**src/rtl/int_ctrl_if.sv**
```systemverilog
// Interrupt controller bus: request sources and pipeline handshake on one side,
// controller outputs on the other. master = sources/pipeline, slave = int_ctrl.
interface int_ctrl_if;
    logic        external_int;
    logic        ext_int_ack;
    logic        timer_int;
    logic        sw_int;
    logic        gie;
    logic [2:0]  int_en;
    logic        int_taken;
    logic        mret;
    logic        int_req;
    logic [31:0] int_cause;
    logic        in_handler;
    logic        ack_err;

    modport master (
        output external_int, timer_int, sw_int, gie, int_en, int_taken, mret,
        input  ext_int_ack, int_req, int_cause, in_handler, ack_err
    );

    modport slave (
        input  external_int, timer_int, sw_int, gie, int_en, int_taken, mret,
        output ext_int_ack, int_req, int_cause, in_handler, ack_err
    );
endinterface

```
**src/rtl/int_ctrl.sv**
```systemverilog
// int_ctrl: CPU-side interrupt receiver for external/software/timer sources.
// Latches and masks requests, raises int_req with a frozen cause, completes the
// external request/ack handshake after the trap is taken, and blocks new
// requests until mret.
// Optional feature: define INT_SYNC_EN to pass external_int through a 2-flop
// synchronizer (adds 2 cycles of request latency).
module int_ctrl #(
    parameter int unsigned CAUSE_EXT     = 11,
    parameter int unsigned CAUSE_SW      = 3,
    parameter int unsigned CAUSE_TIMER   = 7,
    parameter int unsigned DRAIN_TIMEOUT = 8
) (
    input  logic       clk,
    input  logic       reset,
    int_ctrl_if.slave  bus
);
    localparam int unsigned CAUSE_W = 32;
    localparam int unsigned CNT_W   = $clog2(DRAIN_TIMEOUT + 1);

    typedef enum logic [2:0] {
        S_IDLE    = 3'd0,
        S_REQ     = 3'd1,
        S_ACK     = 3'd2,
        S_DRAIN   = 3'd3,
        S_HANDLER = 3'd4
    } state_e;

    state_e               state_q, state_d;
    logic                 sw_pend_q, sw_pend_d;
    logic [CNT_W-1:0]     drain_cnt_q, drain_cnt_d;
    logic [CAUSE_W-1:0]   int_cause_q, int_cause_d;
    logic                 int_req_q, int_req_d;
    logic                 ack_q, ack_d;
    logic                 in_handler_q, in_handler_d;
    logic                 ack_err_q, ack_err_d;

    logic                 ext_lvl;
    logic [2:0]           pend;
    logic [CAUSE_W-1:0]   win_cause;
    logic                 latched_pend;
    logic                 sw_clr;

`ifdef INT_SYNC_EN
    logic [1:0] sync_q;

    // Two-flop synchronizer on the asynchronous external request
    always_ff @(posedge clk or posedge reset) begin
        if (reset) begin
            sync_q <= 2'b00;
        end else begin
            sync_q <= {sync_q[0], bus.external_int};
        end
    end

    assign ext_lvl = sync_q[1];
`else
    assign ext_lvl = bus.external_int;
`endif

    assign pend = {ext_lvl & bus.int_en[2], sw_pend_q & bus.int_en[1], bus.timer_int & bus.int_en[0]};

    // Fixed priority pick: ext > sw > timer
    always_comb begin
        win_cause = '0;
        if (pend[2]) begin
            win_cause = CAUSE_W'(CAUSE_EXT);
        end else if (pend[1]) begin
            win_cause = CAUSE_W'(CAUSE_SW);
        end else if (pend[0]) begin
            win_cause = CAUSE_W'(CAUSE_TIMER);
        end
    end

    // Is the source behind the latched cause still requesting
    always_comb begin
        latched_pend = 1'b0;
        if (int_cause_q == CAUSE_W'(CAUSE_EXT)) begin
            latched_pend = pend[2];
        end else if (int_cause_q == CAUSE_W'(CAUSE_SW)) begin
            latched_pend = pend[1];
        end else if (int_cause_q == CAUSE_W'(CAUSE_TIMER)) begin
            latched_pend = pend[0];
        end
    end

    // Software pending bit: cleared when its trap is taken, a new pulse wins
    assign sw_clr = (state_q == S_REQ) && bus.int_taken && (int_cause_q == CAUSE_W'(CAUSE_SW));

    always_comb begin
        sw_pend_d = sw_pend_q;
        if (sw_clr) begin
            sw_pend_d = 1'b0;
        end
        if (bus.sw_int) begin
            sw_pend_d = 1'b1;
        end
    end

    // Next-state and registered-output decode
    always_comb begin
        state_d     = state_q;
        int_cause_d = int_cause_q;
        drain_cnt_d = drain_cnt_q;
        ack_err_d   = ack_err_q;

        case (state_q)
            S_IDLE: begin
                if (bus.gie && (pend != 3'b000)) begin
                    state_d     = S_REQ;
                    int_cause_d = win_cause;
                end
            end
            S_REQ: begin
                if (bus.int_taken) begin
                    // Never ack a source whose line is already low
                    if ((int_cause_q == CAUSE_W'(CAUSE_EXT)) && bus.external_int) begin
                        state_d = S_ACK;
                    end else begin
                        state_d = S_HANDLER;
                    end
                end else if (!bus.gie || !latched_pend) begin
                    state_d = S_IDLE;
                end
            end
            S_ACK: begin
                drain_cnt_d = '0;
                state_d     = S_DRAIN;
            end
            S_DRAIN: begin
                if (!ext_lvl) begin
                    state_d = S_HANDLER;
                end else if (drain_cnt_q == CNT_W'(DRAIN_TIMEOUT - 1)) begin
                    ack_err_d = 1'b1;
                    state_d   = S_HANDLER;
                end else begin
                    drain_cnt_d = drain_cnt_q + CNT_W'(1);
                end
            end
            S_HANDLER: begin
                if (bus.mret) begin
                    state_d = S_IDLE;
                end
            end
            default: begin
                state_d = S_IDLE;
            end
        endcase

        // int_req shows one cycle after entering REQ and drops as REQ is left
        int_req_d    = (state_q == S_REQ) && (state_d == S_REQ);
        ack_d        = (state_d == S_ACK);
        in_handler_d = (state_d == S_HANDLER);
    end

    // State and output registers
    always_ff @(posedge clk or posedge reset) begin
        if (reset) begin
            state_q      <= S_IDLE;
            sw_pend_q    <= 1'b0;
            drain_cnt_q  <= '0;
            int_cause_q  <= '0;
            int_req_q    <= 1'b0;
            ack_q        <= 1'b0;
            in_handler_q <= 1'b0;
            ack_err_q    <= 1'b0;
        end else begin
            state_q      <= state_d;
            sw_pend_q    <= sw_pend_d;
            drain_cnt_q  <= drain_cnt_d;
            int_cause_q  <= int_cause_d;
            int_req_q    <= int_req_d;
            ack_q        <= ack_d;
            in_handler_q <= in_handler_d;
            ack_err_q    <= ack_err_d;
        end
    end

    assign bus.int_req     = int_req_q;
    assign bus.int_cause   = int_cause_q;
    assign bus.ext_int_ack = ack_q;
    assign bus.in_handler  = in_handler_q;
    assign bus.ack_err     = ack_err_q;
endmodule

```
**src/flat_wrapper.sv**
```systemverilog
// flat-port wrapper written by rule: the top's interface ports become plain ports
module int_ctrl_flat 
#(
    parameter int unsigned CAUSE_EXT     = 11,
    parameter int unsigned CAUSE_SW      = 3,
    parameter int unsigned CAUSE_TIMER   = 7,
    parameter int unsigned DRAIN_TIMEOUT = 8
)
  (clk, reset, bus_external_int, bus_timer_int, bus_sw_int, bus_gie, bus_int_en, bus_int_taken, bus_mret, bus_ext_int_ack, bus_int_req, bus_int_cause, bus_in_handler, bus_ack_err);
  int_ctrl_if bus_i ();
  input  logic clk;
  input  logic reset;
  input wire logic [$bits(bus_i.external_int)-1:0] bus_external_int;
  input wire logic [$bits(bus_i.timer_int)-1:0] bus_timer_int;
  input wire logic [$bits(bus_i.sw_int)-1:0] bus_sw_int;
  input wire logic [$bits(bus_i.gie)-1:0] bus_gie;
  input wire logic [$bits(bus_i.int_en)-1:0] bus_int_en;
  input wire logic [$bits(bus_i.int_taken)-1:0] bus_int_taken;
  input wire logic [$bits(bus_i.mret)-1:0] bus_mret;
  output wire logic [$bits(bus_i.ext_int_ack)-1:0] bus_ext_int_ack;
  output wire logic [$bits(bus_i.int_req)-1:0] bus_int_req;
  output wire logic [$bits(bus_i.int_cause)-1:0] bus_int_cause;
  output wire logic [$bits(bus_i.in_handler)-1:0] bus_in_handler;
  output wire logic [$bits(bus_i.ack_err)-1:0] bus_ack_err;
  assign bus_i.external_int = bus_external_int;
  assign bus_i.timer_int = bus_timer_int;
  assign bus_i.sw_int = bus_sw_int;
  assign bus_i.gie = bus_gie;
  assign bus_i.int_en = bus_int_en;
  assign bus_i.int_taken = bus_int_taken;
  assign bus_i.mret = bus_mret;
  assign bus_ext_int_ack = bus_i.ext_int_ack;
  assign bus_int_req = bus_i.int_req;
  assign bus_int_cause = bus_i.int_cause;
  assign bus_in_handler = bus_i.in_handler;
  assign bus_ack_err = bus_i.ack_err;
  int_ctrl #(.CAUSE_EXT(CAUSE_EXT), .CAUSE_SW(CAUSE_SW), .CAUSE_TIMER(CAUSE_TIMER), .DRAIN_TIMEOUT(DRAIN_TIMEOUT)) u_core (.clk(clk), .reset(reset), .bus(bus_i));
endmodule
```
**config.mk**
```make
export PLATFORM = sky130hd
export DESIGN_NAME = int_ctrl_flat
export DESIGN_NICKNAME = d
export VERILOG_FILES = /design/src/rtl/int_ctrl_if.sv /design/src/rtl/int_ctrl.sv /design/src/flat_wrapper.sv
export SDC_FILE = /design/constraint.sdc
export NUM_CORES = 1
export LEC_CHECK = 0
export CELL_PAD_IN_SITES_DETAIL_PLACEMENT = 0
export CELL_PAD_IN_SITES_GLOBAL_PLACEMENT = 1
export CORE_MARGIN = 2
export CORE_UTILIZATION = 32
export CTS_BUF_LIST = sky130_fd_sc_hd__clkbuf_4 sky130_fd_sc_hd__clkbuf_8
export DETAILED_ROUTE_END_ITERATION = 10
export PLACE_DENSITY_LB_ADDON = 0.1
export SETUP_SLACK_MARGIN = 0.02
export SLEW_MARGIN = 25
export SYNTH_ARGS = -nofsm -noshare
export SYNTH_HDL_FRONTEND = slang
export SYNTH_SLANG_ARGS = --single-unit
```
**constraint.sdc**
```tcl
create_clock -name clk -period 3.9 [get_ports clk]
set_clock_uncertainty 0.2 [all_clocks]
set_input_delay 0.39 -clock clk [delete_from_list [all_inputs] [get_ports clk]]
set_output_delay 0.39 -clock clk [all_outputs]
set_load 0.02 [all_outputs]
```
-- Word-level counts from Yosys, hierarchy flattened
Index checks and enable logic that the tools add are counted.
- register bits after elaboration: 44
- bits of input ports: 11
- output and inout bits: 36
- logic and storage cells: 59
- add/sub/neg operators: 1
- equality and inequality tests: 13
- mux-type cells: 19
- bitwise operators: 3
- reduce and logical (&&, ||, !) cells: 15
- operators by type and width (operator ; count):
    two-way mux 32 bit ; 2
    == test 32 x 2 -> 1 bit (second input constant) ; 1
    == test 32 x 3 -> 1 bit (second input constant) ; 1
    == test 32 x 4 -> 1 bit (second input constant) ; 1
    two-way mux 3 bit ; 8
    case mux 3 bit (5 select lines) ; 1
    == test 3 x 2 -> 1 bit (second input constant) ; 3
    two-way mux 4 bit ; 2
    case mux 4 bit (2 select lines) ; 1
    == test 3 x 1 -> 1 bit (second input constant) ; 2
    == test 3 bit (second input constant) ; 2
    AND reduction 3 bit ; 2
    logical AND 1 bit ; 5
    two-way mux 1 bit ; 5
    adder 4 x 1 -> 4 bit (second input constant) ; 1
    == test 4 x 3 -> 1 bit (second input constant) ; 1
    inequality test 2 bit (second input constant) ; 2
    nonzero test 2 bit ; 2
    bitwise AND 1 bit ; 3
    zero test 3 bit ; 1
    nonzero test 3 bit ; 1
    zero test 1 bit ; 2
    AND reduction 2 bit ; 1
    logical OR 1 bit ; 1

-- Logic depth before layout (Yosys ltp)
- depth after elaboration: 11
- depth in mapped cells: 4
- gate-level depth less buffers: 4

-- Worst setup path after synthesis
OpenSTA, ideal clock, no wires.
- path type: reg-to-reg
- start: reg u_core.state_q[2]
- end: reg u_core.sw_pend_q
- setup time: 0.118 ns
- arrival: 1.274 ns
- path slack: 2.308 ns
- cell stages (with the launch flop): 4
- path buffers: 0
- path through: dfrtp_1 > nand4bb_1 > or4b_1 > a21o_1
- word-level cells in the longest chain between the ends: 4
- ends and longest elaborated chain (what ; RTL line ; RTL):
    start: declaration ; int_ctrl.sv:28 ; state_e state_q, state_d;
    start signal: assignment ; int_ctrl.sv:167 ; state_q <= state_d;
    == test 3 x 1 -> 1 bit ; int_ctrl.sv:87 ; assign sw_clr = (state_q == S_REQ) && bus.int_taken && (int_cause_q == CAUSE_W'(CAUSE_SW));
    logical AND 1 bit (2 in series) ; int_ctrl.sv:87 ;
    nonzero test 2 bit (no source line) ; -- ;
    end signal: assignment ; int_ctrl.sv:168 ; sw_pend_q <= sw_pend_d;
    end: declaration ; int_ctrl.sv:29 ; logic sw_pend_q, sw_pend_d;
No other way between the ends.
A chain may end at the register's enable or synchronous reset.

-- Worst setup path after layout
- start: reg u_core.int_cause_q[3], in the netlist u_core.bus.int_cause[3]
- end: out bus_int_cause[3]
- RTL lines (what ; RTL line ; RTL):
    start: declaration ; int_ctrl.sv:31 ; logic [CAUSE_W-1:0] int_cause_q, int_cause_d;
    start signal: assignment ; int_ctrl.sv:170 ; int_cause_q <= int_cause_d;
    end: declaration ; flat_wrapper.sv:22 ; output wire logic [$bits(bus_i.int_cause)-1:0] bus_int_cause;
No word-level cell between the ends.

==> metrics.cfg <==
[sta]
max_freq_ghz = 0.499
drv_slew = 0
setup_viol = 0
worst_pin_slew_ns = 0.574
rsz0062_at_grt = false
fin_crit_ns = 2.00
hold_viol_final = 0
fin_crit_sh_pct = 51.4
setup_tns_ns = 0
relSlewSlack_pct = 61.7

[cells_and_area]
nets = 126
layout.cells.non_filler = 144
drive_above_1_share_pct = 5.31
fin_area_um2 = 1090
area_growth_pct = 13.4
layout_common_cells = 28 x conb_1, 18 x clkdlybuf4s50_1, 15 x dfrtp_1
n_antenna_cell = 0
layout_commonest_cell = conb_1

[worst_setup_path]
crit_fanout = 7
worst_ep_arrival_time_ns = 1.41
worstSetupEndpointType = output pin
cp_slowest_stage_delay_ns = 0.65
path_class = register to output pin
critPathBufInv = 1
worst_path_max_delay_cell = clkdlybuf4s50_1
cp-start-kind = register
crit_start = u_core.bus.int_cause[3]
required_ns = 3.31
cp_top_family = buffers and inverters
crit_chain = clkdlybuf4s50_1
reg2reg_from = u_core.state_q[2]

[place]
gp_congestion = 0.686
io_buffers = 18
placed_cells = 140
place_area_um2 = 1060
dp_hpwl_mm = 1.40

[pwr]
p_leak_nw = 0.527
p_per_area_nw_per_um2 = 493
vdd_drop_max_mv = 0.196

[clocking]
clockBufferDepth = 2
ctsResizeCount = 0
cts_num_sinks = 15
cts_setup_buffers = 0
path_clk_slew_ns = 0.11
cts_hold_buf = 0
h-tree-depth = 1
cts_buffers = 3
cts_tree = yes
cts_root_buffer = clkbuf_4
clk_latency_ns = 0.29

[synthesis]
synth_seq_cells = 15
ys_warn_count = 0
avgSynthCellArea_um2 = 10.2
synth_fa_ha_area_share_pct = 1.30
seq_area_frac_synth_pct = 39.0
synth_compound_area_share_pct = 12.5
syn_area_um2 = 963
yosysTopAreaCellShare_pct = 39.0
synth_cell_types = 35
synth_top_family_by_area = buffers and inverters
synth_xor_area_share_pct = 0
synthCells = 94
synthMuxAreaShare_pct = 1.17
synth.area.top_cells = dfrtp_1 39%, buf_4 23%, a211o_1 2.7%, a21oi_1 2.1%, and4b_1 2.1%
synthSimpleGateAreaFrac_pct = 21.9
synth_top_area_cell = dfrtp_1

[die]
row_count = 19
fp.dieW_um = 58.9
start_util_pct = 34.3
fp.dieArea_um2 = 3470
core_area_um2 = 2810
die_height_um = 58.9
io_pins = 47

[run_status]
status = finished, violations left
violations = DRC

[global_routing]
grt_usage_pct = 11.1
antenna_found_initial = 0
grt_pass1_vias = 609
grt_pass1_wl_mm = 2.90
grt_max_degree = 16
grt-ovfl-total = 0

[detailed_routing]
drtAntennaViolNets = 0
drt_iter0_markers = 13
drt_pass1_iterations = 7
finalWirelength_mm = 1.82
wl_per_cell_um = 12.7
dr_total_vias = 688
via_per_inst = 4.78
drcViolationCount = 2

[hold_path]
hp-class = primary input to async pin

[run]
drv_cap = 0

[through the flow]
stage	hold WS, ns	util [%]	setup slack (ns)	power (mW)
floorplan	0.0915	-	2.31	0.392
global placement	0.266	37.9	1.84	0.447
detailed placement	0.263	37.9	1.84	0.446
CTS	0.271	38.9	1.89	0.543
global route	0.297	38.9	1.84	0.575
finish	0.245	38.9	1.90	0.539
[flip-flops by register name, indices dropped and copies added (netlist names)]
register / count
u_core.bus.int_cause: 3
u_core.bus.int_req: 1
u_core.sw_pend_q: 1
u_core.drain_cnt_q: 4
u_core.bus.in_handler: 1
u_core.state_q: 3
u_core.bus.ext_int_ack: 1
u_core.bus.ack_err: 1
[logic make-up after synthesis]
| logic type | count (synthesis) |
|---|---|
| other | 1 |
| AND/OR/NAND/NOR | 27 |
| AO/OA/AOI/OAI | 17 |
| multiplexers | 1 |
| buffers and inverters | 32 |
| flip-flops | 15 |
| adder cells (fa/ha/maj) | 1 |
[layout make-up]
class,count,area (um^2)
multi-input combinational,74,460
sequential,15,375
clock inverter,1,7.51
timing repair buffer,18,180
tap,31,38.8
fill,285,1710
clock buffer,3,22.5
inverter,2,7.51
[path summary, 6_finish.rpt]
path | to | cells after the start | slack, ns
setup reg to reg | u_core.sw_pend_q | 3 | 2.19
min in group clk | u_core.bus.ack_err | 1 | 0.28
max in group asynchronous | u_core.drain_cnt_q[2] | 2 | 2.87
hold reg to reg | u_core.bus.ack_err | 1 | 0.28
hold / removal | u_core.bus.int_cause[1] | 2 | 0.24
setup / recovery | bus_int_cause[3] | 1 | 1.90
[synthesized netlist by cell type, drive strengths merged]
| master | count |
|---|---|
| o21ai | 2 |
| nor4bb | 1 |
| nor2b | 1 |
| conb | 1 |
| a22o | 2 |
| a21oi | 4 |
| nand3b | 2 |
| and2 | 2 |
| ha | 1 |
| nor4b | 3 |
| and3b | 1 |
| nor2 | 2 |
| a31oi | 2 |
| a21o | 1 |
| a211o | 3 |
| nand2b | 2 |
| and4 | 1 |
| o311ai | 1 |
| or4b | 1 |
| a32o | 1 |
| nor3b | 2 |
| and3 | 1 |
| nand4bb | 1 |
| o21bai | 1 |
| nand4b | 2 |
| and4b | 2 |
| nand3 | 1 |
| clkbuf | 1 |
| buf | 29 |
| nand4 | 2 |
| inv | 2 |
| mux2 | 1 |
| dfrtp | 15 |
[worst register-to-register path: stages, from the launching register on]
cell and delay, ns:
dfrtp_1 0.47, nand4bb_1 0.27, or4b_1 0.49, a21o_1 0.19
[metal layers]
layer	routed length (um)	share of wire, %	global-route usage (%)
met1	788	43	14.2
met2	894	49	18.3
met3	128	7.0	4.40
met4	10	0.55	0.974
met5	0	0	0
[power by group]
part	switching, mW	total (mW)	leakage, nW	internal, mW
Sequential	0.0545	0.245	0.193	0.191
Combinational	0.105	0.198	0.320	0.0937
Clock	0.0563	0.0952	0.0139	0.0390
Total	0.215	0.539	0.527	0.323
Note: power is estimated with default switching activity, not from simulation.
